**src/rtl/spram_pwr_arbiter.sv**
```systemverilog
// Two-master round-robin arbiter in front of the SPRAM wrapper, with idle/WFI
// driven stand-by and automatic wake-up on demand.
module spram_pwr_arbiter #(
   parameter int ADDR_W      = 16,
   parameter int IDLE_CYCLES = 16,
   parameter int WAKE_CYCLES = 1,
   parameter int CNT_W       = 8
) (
   input  logic              clk,
   input  logic              rst_n,
   input  logic              wfi,
   input  logic              m0_req,
   input  logic              m0_we,
   input  logic [3:0]        m0_be,
   input  logic [ADDR_W-1:0] m0_addr,
   input  logic [31:0]       m0_wdata,
   output logic              m0_gnt,
   output logic              m0_rvalid,
   output logic [31:0]       m0_rdata,
   input  logic              m1_req,
   input  logic              m1_we,
   input  logic [3:0]        m1_be,
   input  logic [ADDR_W-1:0] m1_addr,
   input  logic [31:0]       m1_wdata,
   output logic              m1_gnt,
   output logic              m1_rvalid,
   output logic [31:0]       m1_rdata,
   output logic              mem_sel,
   output logic              mem_we,
   output logic [3:0]        mem_be,
   output logic [ADDR_W-1:0] mem_addr,
   output logic [31:0]       mem_din,
   input  logic [31:0]       mem_dout,
   output logic              mem_ls_req,
   output logic              mem_ds_req,
   output logic              standby
);

   typedef enum logic [1:0] {
      ST_ACTIVE  = 2'd0,
      ST_STANDBY = 2'd1,
      ST_WAKE    = 2'd2
   } state_t;

   localparam logic             IDLE_EN   = (IDLE_CYCLES != 0);
   localparam logic [CNT_W-1:0] IDLE_LAST = (IDLE_CYCLES == 0) ? {CNT_W{1'b0}} : CNT_W'(IDLE_CYCLES - 1);
   localparam logic [CNT_W-1:0] WAKE_LAST = (WAKE_CYCLES <= 1) ? {CNT_W{1'b0}} : CNT_W'(WAKE_CYCLES - 1);
   localparam logic [CNT_W-1:0] CNT_MAX   = {CNT_W{1'b1}};

   state_t           state_r, state_nxt_s;
   logic             rr_r, rr_nxt_s;          // 0: m0 has priority on contention
   logic [CNT_W-1:0] idle_cnt_r, idle_nxt_s;
   logic [CNT_W-1:0] wake_cnt_r, wake_nxt_s;
   logic             gnt0_s, gnt1_s, any_req_s;
   logic             rv0_r, rv1_r;
   logic [31:0]      rdata0_r, rdata1_r;

   assign any_req_s = m0_req | m1_req;

   // Next-state, arbitration and counter update.
   always_comb begin
      state_nxt_s = state_r;
      rr_nxt_s    = rr_r;
      idle_nxt_s  = idle_cnt_r;
      wake_nxt_s  = wake_cnt_r;
      gnt0_s      = 1'b0;
      gnt1_s      = 1'b0;
      case (state_r)
         ST_ACTIVE: begin
            // Grants are suppressed while reset is asserted so outputs drop at once.
            if (rst_n) begin
               if (m0_req && m1_req) begin
                  gnt0_s   = ~rr_r;
                  gnt1_s   = rr_r;
                  rr_nxt_s = ~rr_r;
               end else begin
                  gnt0_s = m0_req;
                  gnt1_s = m1_req;
               end
            end else begin
               gnt0_s = 1'b0;
               gnt1_s = 1'b0;
            end
            if (any_req_s) begin
               idle_nxt_s = {CNT_W{1'b0}};
            end else if (idle_cnt_r != CNT_MAX) begin
               idle_nxt_s = idle_cnt_r + {{(CNT_W-1){1'b0}}, 1'b1};
            end else begin
               idle_nxt_s = idle_cnt_r;
            end
            if (!any_req_s && (wfi || (IDLE_EN && idle_cnt_r >= IDLE_LAST))) begin
               state_nxt_s = ST_STANDBY;
               idle_nxt_s  = {CNT_W{1'b0}};
            end else begin
               state_nxt_s = ST_ACTIVE;
            end
         end
         ST_STANDBY: begin
            idle_nxt_s = {CNT_W{1'b0}};
            if (any_req_s) begin
               state_nxt_s = ST_WAKE;
               wake_nxt_s  = {CNT_W{1'b0}};
            end else begin
               state_nxt_s = ST_STANDBY;
            end
         end
         ST_WAKE: begin
            idle_nxt_s = {CNT_W{1'b0}};
            if (wake_cnt_r >= WAKE_LAST) begin
               state_nxt_s = ST_ACTIVE;
               wake_nxt_s  = {CNT_W{1'b0}};
            end else begin
               wake_nxt_s = wake_cnt_r + {{(CNT_W-1){1'b0}}, 1'b1};
            end
         end
         default: begin
            state_nxt_s = ST_ACTIVE;
         end
      endcase
   end

   // SPRAM port mux from the granted master; reads never carry byte enables.
   always_comb begin
      mem_we   = 1'b0;
      mem_be   = 4'h0;
      mem_addr = {ADDR_W{1'b0}};
      mem_din  = 32'h0;
      if (gnt1_s) begin
         mem_we   = m1_we;
         mem_be   = m1_we ? m1_be : 4'h0;
         mem_addr = m1_addr;
         mem_din  = m1_wdata;
      end else if (gnt0_s) begin
         mem_we   = m0_we;
         mem_be   = m0_we ? m0_be : 4'h0;
         mem_addr = m0_addr;
         mem_din  = m0_wdata;
      end else begin
         mem_we = 1'b0;
      end
   end

   // State, pointer, counters and read-return tracking.
   always_ff @(posedge clk or negedge rst_n) begin
      if (!rst_n) begin
         state_r    <= ST_ACTIVE;
         rr_r       <= 1'b0;
         idle_cnt_r <= {CNT_W{1'b0}};
         wake_cnt_r <= {CNT_W{1'b0}};
         rv0_r      <= 1'b0;
         rv1_r      <= 1'b0;
         rdata0_r   <= 32'h0;
         rdata1_r   <= 32'h0;
      end else begin
         state_r    <= state_nxt_s;
         rr_r       <= rr_nxt_s;
         idle_cnt_r <= idle_nxt_s;
         wake_cnt_r <= wake_nxt_s;
         rv0_r      <= gnt0_s & ~m0_we;
         rv1_r      <= gnt1_s & ~m1_we;
         if (rv0_r) rdata0_r <= mem_dout;
         if (rv1_r) rdata1_r <= mem_dout;
      end
   end

   assign m0_gnt     = gnt0_s;
   assign m1_gnt     = gnt1_s;
   assign mem_sel    = gnt0_s | gnt1_s;
   assign m0_rvalid  = rv0_r;
   assign m1_rvalid  = rv1_r;
   // Read data is live in the return cycle, then held from the capture register.
   assign m0_rdata   = rv0_r ? mem_dout : rdata0_r;
   assign m1_rdata   = rv1_r ? mem_dout : rdata1_r;
   assign standby    = (state_r == ST_STANDBY);
   assign mem_ls_req = (state_r == ST_STANDBY);
   assign mem_ds_req = 1'b0;

endmodule

```
**config.mk**
```make
export PLATFORM = sky130hd
export DESIGN_NAME = spram_pwr_arbiter
export DESIGN_NICKNAME = d
export VERILOG_FILES = /design/src/rtl/spram_pwr_arbiter.sv
export SDC_FILE = /design/constraint.sdc
export NUM_CORES = 1
export LEC_CHECK = 0
export CAP_MARGIN = 15
export CORE_MARGIN = 4
export CORE_UTILIZATION = 37
export CTS_BUF_LIST = sky130_fd_sc_hd__clkbuf_16
export DETAILED_ROUTE_END_ITERATION = 10
export PLACE_DENSITY = 0.9
export SETUP_SLACK_MARGIN = 0.1
export SLEW_MARGIN = 25
export SYNTH_ARGS = -nofsm -noshare
export SYNTH_HDL_FRONTEND = slang
export SYNTH_SLANG_ARGS = --single-unit
```
**constraint.sdc**
```tcl
create_clock -name clk -period 3.1 [get_ports clk]
set_input_delay 0.93 -clock clk [delete_from_list [all_inputs] [get_ports clk]]
set_output_delay 0.93 -clock clk [all_outputs]
set_load 0.02 [all_outputs]
```
-- After elaboration in Yosys (flattened, before gate mapping)
Cells that the tools add are included.
- equality and inequality tests: 6
- $lt $le $gt $ge: 2
- multiplexer cells: 29
- bitwise gates (word level): 7
- add/sub/neg operators: 2
- reduce and logical (&&, ||, !) cells: 11
- operator list (cell ; number):
    $mux W32 ; 4
    $mux W8 ; 5
    $mux W16 ; 2
    $pmux W8 S2 ; 2
    $add A8 B1 Y8 const B ; 2
    $mux W4 ; 4
    $mux W1 ; 9
    $ge A8 B1 Y1 const B ; 1
    $ge A8 B4 Y1 const B ; 1
    $ne A8 B8 Y1 const B ; 1
    $pmux W2 S3 ; 1
    $mux W2 ; 2
    $ne A4 B4 Y1 const B ; 1
    $reduce_and A2 Y1 ; 2
    $reduce_bool A2 Y1 ; 2
    $not A1 Y1 ; 3
    $reduce_and A3 Y1 ; 1
    $and A1 B1 Y1 ; 2
    $eq A2 B1 Y1 const B ; 1
    $eq A2 B2 Y1 const B ; 1
    $logic_and A1 B1 Y1 ; 2
    $logic_not A2 Y1 ; 1
    $ne A2 B1 Y1 const B ; 1
    $ne A2 B2 Y1 const B ; 1
    other kinds (4) ; 5
- bits in registers: 85
- input bits: 143
- logic and storage cells: 65
- output and inout port bits: 125

-- Longest topological paths before layout
Gate-level depths: netlist of the first run.
- depth after elaboration: 6
- gate-level depth with buffers: 7
- gate-level depth less buffers: 5

-- Least setup slack after synthesis of the first run
OpenSTA, ideal clock, no wires.
- path kind: input -> output
- from: input rst_n
- to: output mem_addr[10]
- setup slack: 0.472 ns
- data arrival time: 1.698 ns
- stages on the path: 4
- path buffers: 1
- data required time: 2.170 ns
- path through: nand3_1 nor2_4 buf_4 a22o_1
- elaborated cells between the ends (all ways): 6
- classes of those cells: mux (6)
- RTL lines (item ; RTL line ; source):
    from (decl) ; 10 ; input logic rst_n,
    $mux W1 ; 71 ; if (rst_n) begin
    $mux W1 ; 68 ; case (state_r)
    named net m1_gnt ; 25 ; output logic m1_gnt,
    $mux W16 ; 128 ; if (gnt1_s) begin
    to (decl) ; 31 ; output logic [ADDR_W-1:0] mem_addr,
The timed path passes the listed nets, and every way through them passes these cells.

-- Final worst setup path of the first run
- from: input m1_req
- to: output mem_addr[7]
- longest elaborated chain between the ends: 6
- elaborated cells between the ends (all ways): 9
- classes of those cells: mux (8); reduce/logical (1)
- ends and longest elaborated chain (item ; RTL line ; source):
    from (decl) ; 20 ; input logic m1_req,
    $logic_and A1 B1 Y1 ; 72 ; if (m0_req && m1_req) begin
    $mux W1 ; 72 ;
    $mux W1 ; 71 ;
    $mux W1 ; 68 ;
    $mux W16 ; 133 ; end else if (gnt0_s) begin
    $mux W16 * ; 128 ;
Mark *: on every way between the ends. The rest lies on a longest branch, timed or not.

==> impl_metrics.tcl, run 1 <==
set metrics [dict create \
    arrival_ns 2.07 \
    ys_ff_latch 77 \
    firstDrtPassIters 4 \
    regArea_mm2 0.00193 \
    hold_start "rdata1_r[8]" \
    synth_cell_type_count 37 \
    fp-row-count 35 \
    grt-ovfl-total 0 \
    p_leak_nw 3.26 \
    drc_errors 0 \
    outcome "complete, no violations" \
    clock.fmax_ghz 0.333 \
    routed_wl_mm 15.5 \
    syn_area_per_cell_um2 13.7 \
    fin_crit_sh 0.968 \
    clock_path_buffers 2 \
    layout_commonest_cell "clkdlybuf4s50_1" \
    power.density_mw_per_mm2 661 \
    fill_cells 664 \
    clk_latency_ns 0.33 \
    h-tree-depth 3 \
    layout-drive-gt1-share 0.342 \
    crit_required_ns 2.17 \
    dpl-instance-area_mm2 0.00644 \
    met1_usage 0.320 \
    areaGrowthSynthToFinish_pct 95.2 \
    peakVddDrop_mv 0.490 \
    grt_usage 0.261 \
    finalMaxSlewViolations 0 \
    nets 707 \
    hold_path_depth 1 \
    dieArea_mm2 0.0114 \
    setup.worst_path.start "m1_req" \
    worstMarginPinSlew_ns 0.683 \
    vias_per_cell 5.11 \
    cts-root-buf "clkbuf_16" \
    fin_area_mm2 0.00708 \
    ys_seq_area_frac 0.531 \
    via_count 3547 \
    period_minus_slack_ns 3.00 \
    startpoint_type "input port" \
    r2r_cells 9 \
    setup_violations 0 \
    mostFrequentLayoutCells "clkdlybuf4s50_1, dfrtp_1, dlygate4sd2_1" \
    coreArea_mm2 0.00937 \
    multi_input_area_mm2 0.00165 \
    maxCapViolations 0 \
    synthCells 265 \
    syn_nets 412 \
    skew_ns 0.00490 \
    reg2reg_from "state_r[0]" \
    diodes 0 \
    slew_headroom 0.545 \
    tns_ns 0 \
    cts_tree "built" \
    dp_hpwl_mm 10.8 \
    worstPathMaxFanout 7 \
    io_pins 268 \
    finalHoldViolations 0 \
    antenna_found_initial 0 \
    port_buffers 266 \
    met2_usage 0.448 \
    met3_usage 0.0927 \
    ant_nets 0 \
    cts.hold.buffers_added 0 \
    grt_setup_unrepaired "yes" \
    cts.sinks 77 \
    dieHeight_um 107 \
    grt_max_degree 78 \
    numCtsBuffers 9 \
    start_util 0.387 \
    grt_pass1_wl_mm 22.7 \
    finalWeightedCongestion 0.960 \
    grt_pass1_vias 3891 \
    clkTransAtPathRegs_ns 0.06 \
    crit_type "input port to output pin" \
    end_kind "output pin" \
    drtIter0Drc 145 \
    die_w_um 107 \
    ys_warn_count 0 \
    wl_per_cell_um 22.3 \
    hold_path.class "register to register" \
    syn_area_mm2 0.00363 \
    top_usage_layer "met2" \
]
## routing by layer
layer	vias up	part of all wire
li1	1585	-
met1	1750	0.38
met5	-	0
met2	196	0.52
met4	0	0.012
met3	16	0.090
## path summary, 6_finish.rpt
kind / endpoint / slack, ns
setup / recovery: mem_addr[7] / 0.10
hold / removal: rdata1_r[8] / 0.48
setup reg to reg: m0_rvalid / 1.40
hold reg to reg: rdata1_r[8] / 0.48
max in group asynchronous: rdata1_r[13] / 1.87
min in group asynchronous: rdata0_r[0] / 0.74
## synth_stat cells, drive strengths merged
cell type / n / area (um^2)
or2: 1 / 6.26
mux2i: 1 / 10.0
nand3b: 1 / 7.51
or3: 2 / 12.5
clkbuf: 2 / 7.51
xor2: 2 / 17.5
nand4b: 1 / 23.8
a21oi: 3 / 15.0
o21a: 1 / 7.51
mux2: 64 / 721
nor3b: 1 / 12.5
xnor2: 2 / 17.5
nor4: 1 / 21.3
a22o: 48 / 420
conb: 1 / 3.75
buf: 19 / 129
inv: 4 / 15.0
o21ba: 1 / 10.0
o21ai: 2 / 10.0
nor2b: 3 / 18.8
nor2: 6 / 30.0
a21o: 1 / 7.51
nand3: 4 / 20.0
nand4: 1 / 6.26
nand2: 1 / 3.75
a31oi: 1 / 6.26
a32o: 4 / 40.0
dfrtp: 77 / 1930
a41oi: 1 / 16.3
and2b: 1 / 10.0
ha: 4 / 50.1
nor3: 3 / 15.0
and2: 1 / 7.51
## kinds of logic after synthesis
kind of cell / Yosys count / share of synthesized area
flip-flops: 77 / 0.531
multiplexers: 65 / 0.202
AO/OA/AOI/OAI: 62 / 0.147
AND/OR/NAND/NOR: 27 / 0.0538
buffers and inverters: 25 / 0.0418
adder cells (fa/ha/maj): 4 / 0.0138
XOR/XNOR: 4 / 0.00966
other: 1 / 0.00103
## flip-flops by register name, indices dropped and copies added, names as in the netlist
| signal | count |
|---|---|
| idle_cnt_r | 8 |
| m0_rvalid | 1 |
| m1_rvalid | 1 |
| rdata0_r | 32 |
| rdata1_r | 32 |
| rr_r | 1 |
| state_r | 2 |
## power by group
group / leakage (nW) / switching [W] / internal [W]
Clock: 0.143 / 0.000393 / 0.000698
Combinational: 2.18 / 0.00113 / 0.00103
Sequential: 0.937 / 0.0000995 / 0.00134
## cell type report
type                       count  share of cell area
clock buffer                   9              0.0318
timing repair buffer         305               0.425
multi-input combinational    163               0.233
tap                          129              0.0228
inverter                       4             0.00212
clock inverter                 7              0.0127
sequential                    77               0.272
## metrics by stage
| stage | hold WS, ns | worst slack, ns | std cells | power, W | util |
|---|---|---|---|---|---|
| 2_1_floorplan | 0.459 | 0.472 | 265 | 0.00253 | - |
| 6_report | 0.479 | 0.101 | 694 | 0.00468 | 0.755 |
| 5_1_grt | 0.498 | 0.0714 | 694 | 0.00490 | 0.755 |
| 3_5_place_dp | 0.472 | -0.661 | 651 | 0.00371 | 0.687 |
| 3_3_place_gp | 0.465 | -0.630 | 651 | 0.00364 | 0.687 |
| 4_1_cts | 0.482 | 0.0985 | 692 | 0.00467 | 0.744 |
## critical path: stages
cell and delay [ns]:
buf_8 0.10, buf_6 0.12, a21oi_4 0.21, buf_6 0.17
buf_6 0.12, buf_16 0.12, a22o_1 0.17, buf_6 0.13
## what timing repair did
item                                    CTS  global route
gates cloned                              7             1
pin swaps                                10             8
resized for setup                       321            42
setup buffers                            18             1
endpoints found under the setup margin  118            56
(Power assumes the default switching activity.)
==> run 2, diff against run 1 <==
--- a/config.mk
+++ b/config.mk
@@ -5,11 +5,12 @@
 export SDC_FILE = /design/constraint.sdc
 export NUM_CORES = 1
 export LEC_CHECK = 0
-export CAP_MARGIN = 15
+export CAP_MARGIN = 25
 export CORE_MARGIN = 4
 export CORE_UTILIZATION = 37
 export CTS_BUF_LIST = sky130_fd_sc_hd__clkbuf_16
 export DETAILED_ROUTE_END_ITERATION = 10
+export GPL_ROUTABILITY_DRIVEN = 1
 export PLACE_DENSITY = 0.9
 export SETUP_SLACK_MARGIN = 0.1
 export SLEW_MARGIN = 25
==> results of run 2 <==
No change in the layout: final DEF, timing and power equal those of run 1.
==> run 3, diff against run 2 <==
--- a/config.mk
+++ b/config.mk
@@ -12,7 +12,6 @@
 export DETAILED_ROUTE_END_ITERATION = 10
 export GPL_ROUTABILITY_DRIVEN = 1
 export PLACE_DENSITY = 0.9
-export SETUP_SLACK_MARGIN = 0.1
 export SLEW_MARGIN = 25
 export SYNTH_ARGS = -nofsm -noshare
 export SYNTH_HDL_FRONTEND = slang
==> impl_metrics.tcl, run 3 (synthesized netlist as in run 1, its figures left out) <==
set metrics [dict create \
    io_pins 268 \
    reg2reg_from "state_r[0]" \
    grt_max_degree 78 \
    reg_top3 "rdata0_r: 32 flops, rdata1_r: 32 flops, idle_cnt_r: 8 flops" \
    layout-drive-gt1-share 0.304 \
    fin_ws_ns 0.0994 \
    fin_crit_sh 0.968 \
    hold_slack_ns 0.479 \
    finalHoldViolations 0 \
    p_clk_frac 0.237 \
    dpl-instance-area_mm2 0.00644 \
    arrival_ns 2.07 \
    r2r_cells 9 \
    hold_path.class "register to register" \
    setup_violations 0 \
    finalMaxSlewViolations 0 \
    port_buffers 266 \
    wl_per_cell_um 21.2 \
    grt_setup_unrepaired "no" \
    via_count 3374 \
    fill_cells 711 \
    numCtsBuffers 9 \
    peakVddDrop_mv 0.500 \
    clock_path_buffers 2 \
    end_kind "output pin" \
    worstPathMaxFanout 8 \
    p_int_w 0.00299 \
    layout_commonest_cell "clkdlybuf4s50_1" \
    vias_per_cell 4.97 \
    r2r_end "m0_rvalid" \
    mostFrequentLayoutCells "clkdlybuf4s50_1, dfrtp_1, mux2_2" \
    cts_tree "built" \
    die_w_um 107 \
    fp-row-count 35 \
    antenna_found_initial 0 \
    fin_area_mm2 0.00673 \
    routed_wl_mm 14.4 \
    place_ws_ns -0.661 \
    crit_type "input port to output pin" \
    power_frac_comb 0.449 \
    p_sw_frac 0.344 \
    crit_required_ns 2.17 \
    power.density_mw_per_mm2 677 \
    grt_pass1_wl_mm 21.2 \
    period_minus_slack_ns 3.00 \
    setup.worst_path.start "m0_req" \
    coreArea_mm2 0.00937 \
    clkTransAtPathRegs_ns 0.06 \
    h-tree-depth 3 \
    dp_hpwl_mm 10.8 \
    slew_headroom 0.551 \
    dieHeight_um 107 \
    dieArea_mm2 0.0114 \
    crit_end "mem_din[5]" \
    outcome "complete, no violations" \
    clk_latency_ns 0.32 \
    start_util 0.387 \
    areaGrowthSynthToFinish_pct 85.6 \
    pwr-share-seq 0.314 \
    skew_ns 0.00263 \
    firstDrtPassIters 4 \
    worstMarginPinSlew_ns 0.673 \
    drc_errors 0 \
    ant_nets 0 \
    nets 692 \
    p_switching_w 0.00157 \
    cts.hold.buffers_added 0 \
    grt_usage 0.242 \
    rrSetupSlack_ns 1.39 \
    finalWeightedCongestion 0.960 \
    grt-ovfl-total 0 \
    drtIter0Drc 123 \
    maxCapViolations 0 \
    grt_pass1_vias 3703 \
    p_leak_nw 3.16 \
    startpoint_type "input port" \
    cts-root-buf "clkbuf_16" \
    diodes 0 \
    clock.fmax_ghz 0.333 \
    cts.sinks 77 \
    tns_ns 0 \
]
[run 3: repair_timing]
action / 4_1_cts / 5_1_grt
gates cloned: 2 / 0
gates resized for setup: 282 / 19
pin swaps: 3 / 4
setup endpoints to repair: 109 / 59
setup buffers: 10 / 0
[run 3: worst min-delay path by stage]
| stage | from | to | cells past startpoint |
|---|---|---|---|
| after floorplan | rr_r | rr_r | 1 |
| after global placement | rdata1_r[9] | rdata1_r[9] | 1 |
| after detailed placement | rdata1_r[8] | rdata1_r[8] | 1 |
| after CTS | rdata1_r[8] | rdata1_r[8] | 1 |
| after global routing | rdata1_r[10] | rdata1_r[10] | 1 |
| final | rdata1_r[8] | rdata1_r[8] | 1 |
[run 3: power groups by stage]
stage	Sequential (W)	Combinational (W)	Clock [W]
floorplan	0.00141	0.00112	0
global placement	0.00142	0.00222	0
detailed placement	0.00145	0.00226	0
CTS	0.00144	0.00207	0.00111
global route	0.00146	0.00217	0.00116
finish	0.00143	0.00205	0.00108
[run 3: worst max-delay path: stages]
cell and delay, ns:
clkbuf_2 0.11, and2b_4 0.19, nor2_4 0.18, buf_4 0.20, a22o_1 0.15, clkdlybuf4s15_1 0.30
[run 3: routing by layer]
layer	part of all wire	vias up	GRT usage
met4	0.012	0	0.0457
met5	0	-	0
met1	0.39	1660	0.307
met3	0.085	10	0.0849
met2	0.52	151	0.405
li1	-	1553	-
[run 3: area by class of cell]
class	count	area [um^2]	area share
tap	129	161	0.0240
multi-input combinational	163	1590	0.236
sequential	77	1930	0.286
timing repair buffer	290	2730	0.405
clock inverter	7	90.1	0.0134
inverter	4	15.0	0.00223
clock buffer	9	225	0.0335
[run 3: metrics by stage]
stage | total power [W] | util | instances
floorplan | 0.00253 | - | 265
global placement | 0.00364 | 0.687 | 651
detailed placement | 0.00371 | 0.687 | 651
CTS | 0.00462 | 0.714 | 679
global route | 0.00479 | 0.718 | 679
finish | 0.00456 | 0.718 | 679
